<file path="src/rtl/ysyx_22050019_ifu_pkg.sv">
// ysyx_22050019_ifu_pkg: shared encodings and constants for the instruction fetch unit
package ysyx_22050019_ifu_pkg;
  typedef enum logic [1:0] {
    S_IDLE = 2'd0,
    S_REQ  = 2'd1,
    S_WAIT = 2'd2,
    S_OUT  = 2'd3
  } ifu_state_e;
  localparam logic [63:0] RESET_PC   = 64'h0000_0000_8000_0000;
  localparam logic [1:0]  RESP_OKAY  = 2'b00;
  localparam int          INST_WIDTH = 32;
endpackage

</file>
<file path="src/rtl/ysyx_22050019_ifu.sv">
// ysyx_22050019_ifu: PC owner issuing one aligned icache read per instruction, with redirect and stale-response discard
module ysyx_22050019_ifu
  import ysyx_22050019_ifu_pkg::*;
#(
  parameter int          ADDR_WIDTH = 64,
  parameter int          DATA_WIDTH = 64,
  parameter int          INST_W     = INST_WIDTH,
  parameter logic [63:0] RST_PC     = RESET_PC
) (
  input  logic                  clk,
  input  logic                  rst,
  output logic                  ar_valid_o,
  input  logic                  ar_ready_i,
  output logic [ADDR_WIDTH-1:0] ar_addr_o,
  input  logic                  r_data_valid_i,
  output logic                  r_data_ready_o,
  input  logic [1:0]            r_resp_i,
  input  logic [DATA_WIDTH-1:0] r_data_i,
  output logic                  inst_valid_o,
  input  logic                  inst_ready_i,
  output logic [INST_W-1:0]     inst_o,
  output logic [ADDR_WIDTH-1:0] pc_o,
  output logic                  inst_err_o,
  input  logic                  redirect_valid_i,
  input  logic [ADDR_WIDTH-1:0] redirect_pc_i
);
  ifu_state_e            state_q;
  logic [ADDR_WIDTH-1:0] pc_q, addr_q, pc_out_q;
  logic [INST_W-1:0]     inst_q;
  logic                  stale_q, err_q;
  logic [ADDR_WIDTH-1:0] rpc, pc_inc, wait_pc, out_pc;
  logic [INST_W-1:0]     inst_sel;
  always_comb begin
    rpc      = redirect_pc_i & ~ADDR_WIDTH'(3);
    pc_inc   = pc_q + ADDR_WIDTH'(4);
    wait_pc  = redirect_valid_i ? rpc : pc_q;
    out_pc   = redirect_valid_i ? rpc : pc_inc;
    inst_sel = pc_q[2] ? r_data_i[2*INST_W-1:INST_W] : r_data_i[INST_W-1:0];
  end
  // addr_q is latched on entry to S_REQ so a redirect there cannot disturb the pending request
  always_ff @(posedge clk) begin
    if (rst) begin
      state_q  <= S_IDLE;
      pc_q     <= ADDR_WIDTH'(RST_PC);
      addr_q   <= '0;
      stale_q  <= 1'b0;
      inst_q   <= '0;
      pc_out_q <= '0;
      err_q    <= 1'b0;
    end else begin
      case (state_q)
        S_IDLE: begin
          state_q <= S_REQ;
          addr_q  <= {pc_q[ADDR_WIDTH-1:3], 3'b000};
        end
        S_REQ: begin
          if (redirect_valid_i) begin
            pc_q    <= rpc;
            stale_q <= 1'b1;
          end
          if (ar_ready_i) state_q <= S_WAIT;
        end
        S_WAIT: begin
          if (r_data_valid_i) begin
            if (stale_q || redirect_valid_i) begin
              stale_q <= 1'b0;
              pc_q    <= wait_pc;
              addr_q  <= {wait_pc[ADDR_WIDTH-1:3], 3'b000};
              state_q <= S_REQ;
            end else begin
              inst_q   <= inst_sel;
              pc_out_q <= pc_q;
              err_q    <= r_resp_i != RESP_OKAY;
              state_q  <= S_OUT;
            end
          end else if (redirect_valid_i) begin
            pc_q    <= rpc;
            stale_q <= 1'b1;
          end
        end
        default: begin
          if (redirect_valid_i || inst_ready_i) begin
            pc_q    <= out_pc;
            addr_q  <= {out_pc[ADDR_WIDTH-1:3], 3'b000};
            state_q <= S_REQ;
          end
        end
      endcase
    end
  end
  always_comb begin
    ar_valid_o     = state_q == S_REQ;
    r_data_ready_o = state_q == S_WAIT;
    inst_valid_o   = state_q == S_OUT;
    ar_addr_o      = addr_q;
    inst_o         = inst_q;
    pc_o           = pc_out_q;
    inst_err_o     = err_q;
  end
endmodule

</file>
<file path="config.mk">
export PLATFORM = sky130hd
export DESIGN_NAME = ysyx_22050019_ifu
export DESIGN_NICKNAME = d
export VERILOG_FILES = /design/src/rtl/ysyx_22050019_ifu_pkg.sv /design/src/rtl/ysyx_22050019_ifu.sv
export SDC_FILE = /design/constraint.sdc
export NUM_CORES = 1
export LEC_CHECK = 0
export BUFFER_PORTS_ARGS = -buffer_cell sky130_fd_sc_hd__buf_2
export CORE_MARGIN = 3
export CORE_UTILIZATION = 49
export DETAILED_ROUTE_END_ITERATION = 10
export PLACE_DENSITY = 0.77
export SLEW_MARGIN = 30
export SYNTH_ARGS = -nofsm -noshare
export SYNTH_HDL_FRONTEND = slang
export SYNTH_SLANG_ARGS = --single-unit
</file>
<file path="constraint.sdc">
create_clock -name clk -period 2.3 [get_ports clk]
set_input_delay 0.46 -clock clk [delete_from_list [all_inputs] [get_ports clk]]
set_output_delay 0.46 -clock clk [all_outputs]
set_load 0.005 [all_outputs]
</file>
==> flow_metrics.tcl <==
set metrics [dict create \
    grt_pass1_vias 13783 \
    dr_total_vias 14685 \
    critPathLaunchType "register" \
    clock_sinks 221 \
    tns_ps 0 \
    finalClockSkew_ps 21.98 \
    period_share_pct 98.10 \
    avgViaCountPerCell 6.268 \
    final_util_pct 68.50 \
    pre_cts_slack_ps -67.70 \
    cts_tree "built" \
    critPathBufInv 2 \
    wirelength_um 51370 \
    slowest_stage "or3_4" \
    portBuffers 292 \
    setup_ws_ps 43.70 \
    slowest_delay_ps 390 \
    die_w_um 163.6 \
    muxShareOfSynthArea_pct 3.977 \
    root_buffer "clkbuf_16" \
    synthXorXnorAreaFrac_pct 1.583 \
    r2r_slack_ps 40 \
    reg2reg_to "pc_q[54]$_SDFFE_PP0P_" \
    critPathMaxFanout 15 \
    syn2layout_area_growth_pct 37.25 \
    hpwlAfterDp_um 37260 \
    crit_arrival_ps 2710 \
    nNetsFinal 2139 \
    initial_utilization_pct 49.91 \
    grt-ovfl-total 0 \
    seq_power_share_pct 34.3 \
    grt_pass1_wl_um 77770 \
    rr_worst_depth 8 \
    grt_antenna_before_repair 4 \
    yosysTopAreaCellShare_pct 36.34 \
    critPathTopFamily "simple AND/OR/NAND/NOR gates" \
    yosysSeqAreaShare_pct 36.34 \
    drc_errors 0 \
    yosys.area.top_type "dfxtp_1" \
    grt_max_degree 89 \
    peakVddDrop_uv 484.6 \
    yosys_most_used_dff "dfxtp_1" \
    postSynth.asyncResetShare_pct 0 \
    avgSynthCellArea_sq_um 7.710 \
    pwr-share-clk_pct 31.7 \
    gp_congestion 0.9948 \
    die_h_um 163.6 \
    hold_slack_ps 183.5 \
    clk_path_buf_depth 3 \
    synthCells 1579 \
    worstMarginPinSlew_ps 794.6 \
    hold_viol 0 \
    final-setup-viol-count 0 \
    p_int_mw 8.807 \
    cts-buffers-inserted 25 \
    firstDrtPassIters 7 \
    synth_compound_area_share_pct 27.48 \
    synth_top_family_by_area "compound AO/OA/AOI/OAI gates" \
    p_sw_share_pct 34.85 \
    core_sq_mm 0.02439 \
    synth_simple_gate_area_share_pct 23.36 \
    setup.worst_path.end_class "register" \
    ioPinCount 300 \
    clock_insertion_delay_worst_skew_ps 540 \
    min_path_type "input pin to register" \
    ys_warn_count 0 \
    yosys.area_share.adder_pct 0.6166 \
    slew_headroom_pct 47.03 \
    p_total_mw 13.52 \
    clk_pin_slew_ps 60 \
    first_iter_violations 1661 \
    rows 57 \
    fin_crit_ps 2256 \
    final_antenna_net_count 0 \
    outcome "finished, final reports clean" \
    min-delay-start "redirect_pc_i[31]" \
    grt_setup_unrepaired "yes" \
    yosysUniqueCellTypes 72 \
    whs_endpoint "pc_q[31]$_SDFFE_PP1P_" \
    r2r-start "state_q[1]$_SDFFE_PP0P_" \
    holdPathStages 3 \
    synth_edf_count 0 \
    p_leak_nw 6.728 \
    switchingPower_mw 4.710 \
    p_comb_share_pct 34.1 \
    htreeDepth 1 \
    power_density_mw_per_mm2 809.0 \
    ys_ff_latch 221 \
    criticalPathCategory "register to register" \
    max_cap_viol_count 0 \
    synthTopCellsByArea "dfxtp_1 36%, nand2_1 6.8%, a21oi_1 6.0%" \
    worstPathRequired_ps 2750 \
    wl_per_cell_um 21.92 \
    grt_use_total_pct 36.74 \
    max_freq_mhz 443.2 \
    drv_slew 0 \
    path_cells "inv_1 > ha_2 > nor3_1 > or3_4 > buf_6 > or3_1 > mux2_2 > a21oi_1" \
    layout-drive-gt1-share_pct 34.24 \
    syn_area_sq_mm 0.01217 \
    die_area_sq_mm 0.02677 \
]
-- area by class of cell --
type                    instances  area [sq um]
clock buffers                  36         747.0
fillers                      2031          7682
well taps                     324         405.4
repair buffers                558          3652
diodes                          4         10.01
multi-input cells            1167          7229
clock inverters                 9         132.6
flip-flops and latches        221          4442
inverters                      24         90.09
-- tightest hold or removal path, delay by kind of cell --
kind	cells	cell delay (ps)
AOI/OAI and AO/OA	2	140
buffers and inverters	1	100
-- flip-flops by register name, indices dropped and copies added (netlist names) --
signal	flops
ar_addr_o	61
inst_err_o	1
inst_o	32
pc_o	62
pc_q	62
stale_q	1
state_q	2
-- per-stage QoR --
step | std cells | instance area [sq um]
after floorplan | 1583 | 12200
after global placement | 2279 | 15460
after detailed placement | 2279 | 15460
after CTS | 2328 | 16420
after global routing | 2343 | 16710
final | 2343 | 16710
-- power groups by stage --
stage	Combinational (mW)	Sequential [mW]	Clock (mW)
final	4.60	4.63	4.28
after detailed placement	4.26	4.68	0
after global routing	4.91	4.67	4.45
after floorplan	2.22	4.60	0
after CTS	4.41	4.60	4.29
after global placement	4.18	4.67	0
-- cell families (layout without fill, tap and decap cells) --
family                     after synthesis  count (layout)
AOI/OAI and AO/OA                      511             511
adders and majority gates                6               6
xor gates and xnor gates                22              22
other                                    1               9
DFF                                    221             221
and+or+nand+nor                        575             575
muxes                                   48              48
buffers and inverters                  195             627
-- routing by layer --
metal	routed length, um	share of wire, %	GRT usage [%]
met3	5868	11	8.953
met4	2323	4.5	15.92
met5	0	0	0
met2	23280	45	58.96
met1	19900	39	46.96
-- placed cells by master (no fill, tap or decap), types with 21 or more instances in the layout --
| master | n |
|---|---|
| nand4_1 | 28 |
| nand3_1 | 35 |
| nand2_1 | 218 |
| a21oi_1 | 142 |
| a221oi_1 | 29 |
| nor3_1 | 43 |
| a211oi_1 | 62 |
| nor4_1 | 21 |
| inv_1 | 24 |
| dfxtp_1 | 207 |
| buf_4 | 248 |
| buf_2 | 292 |
| mux2i_1 | 45 |
| nor2_1 | 116 |
| o21ai_0 | 102 |
| clkbuf_16 | 25 |
-- worst max path at each step --
stage | start | slack [ps] | cells past startpoint | to
2_1_floorplan | state_q[1]$_SDFFE_PP0P_ | 20 | 8 | pc_q[46]$_SDFFE_PP0P_
3_3_place_gp | state_q[1]$_SDFFE_PP0P_ | -30 | 9 | pc_q[41]$_SDFFE_PP0P_
3_5_place_dp | state_q[1]$_SDFFE_PP0P_ | -70 | 9 | pc_q[31]$_SDFFE_PP1P_
4_1_cts | pc_q[5]$_SDFFE_PP0P_ | -2 | 7 | pc_q[27]$_SDFFE_PP0P_
5_1_grt | pc_q[2]$_SDFFE_PP0P_ | -60 | 8 | ar_addr_o[18]$_SDFFE_PP0P_
6_report | state_q[1]$_SDFFE_PP0P_ | 40 | 8 | pc_q[54]$_SDFFE_PP0P_
-- Yosys cell counts (12+ instances only) --
cell      number
nor3_1        50
a311oi_1      12
o22ai_1       16
nor2_1       119
nand3_1       39
o21ai_0      103
nand4_1       28
nand2_1      220
o32ai_1       12
a31oi_1       18
a221oi_1      31
a22oi_1       17
a21oi_1      146
mux2i_1       45
xnor2_1       15
buf_2         28
clkbuf_1     126
and3_1        19
inv_1         24
nor4_1        27
a211oi_1      62
dfxtp_1      221
-- what timing repair did --
action	in CTS	in global routing
setup endpoints to repair	14	118
pin swaps	1	11
buffers inserted	2	11
hold buffers	0	0
cloned	2	0
gates resized for setup	7	47
No activity file was read; power rests on OpenSTA's default activity.
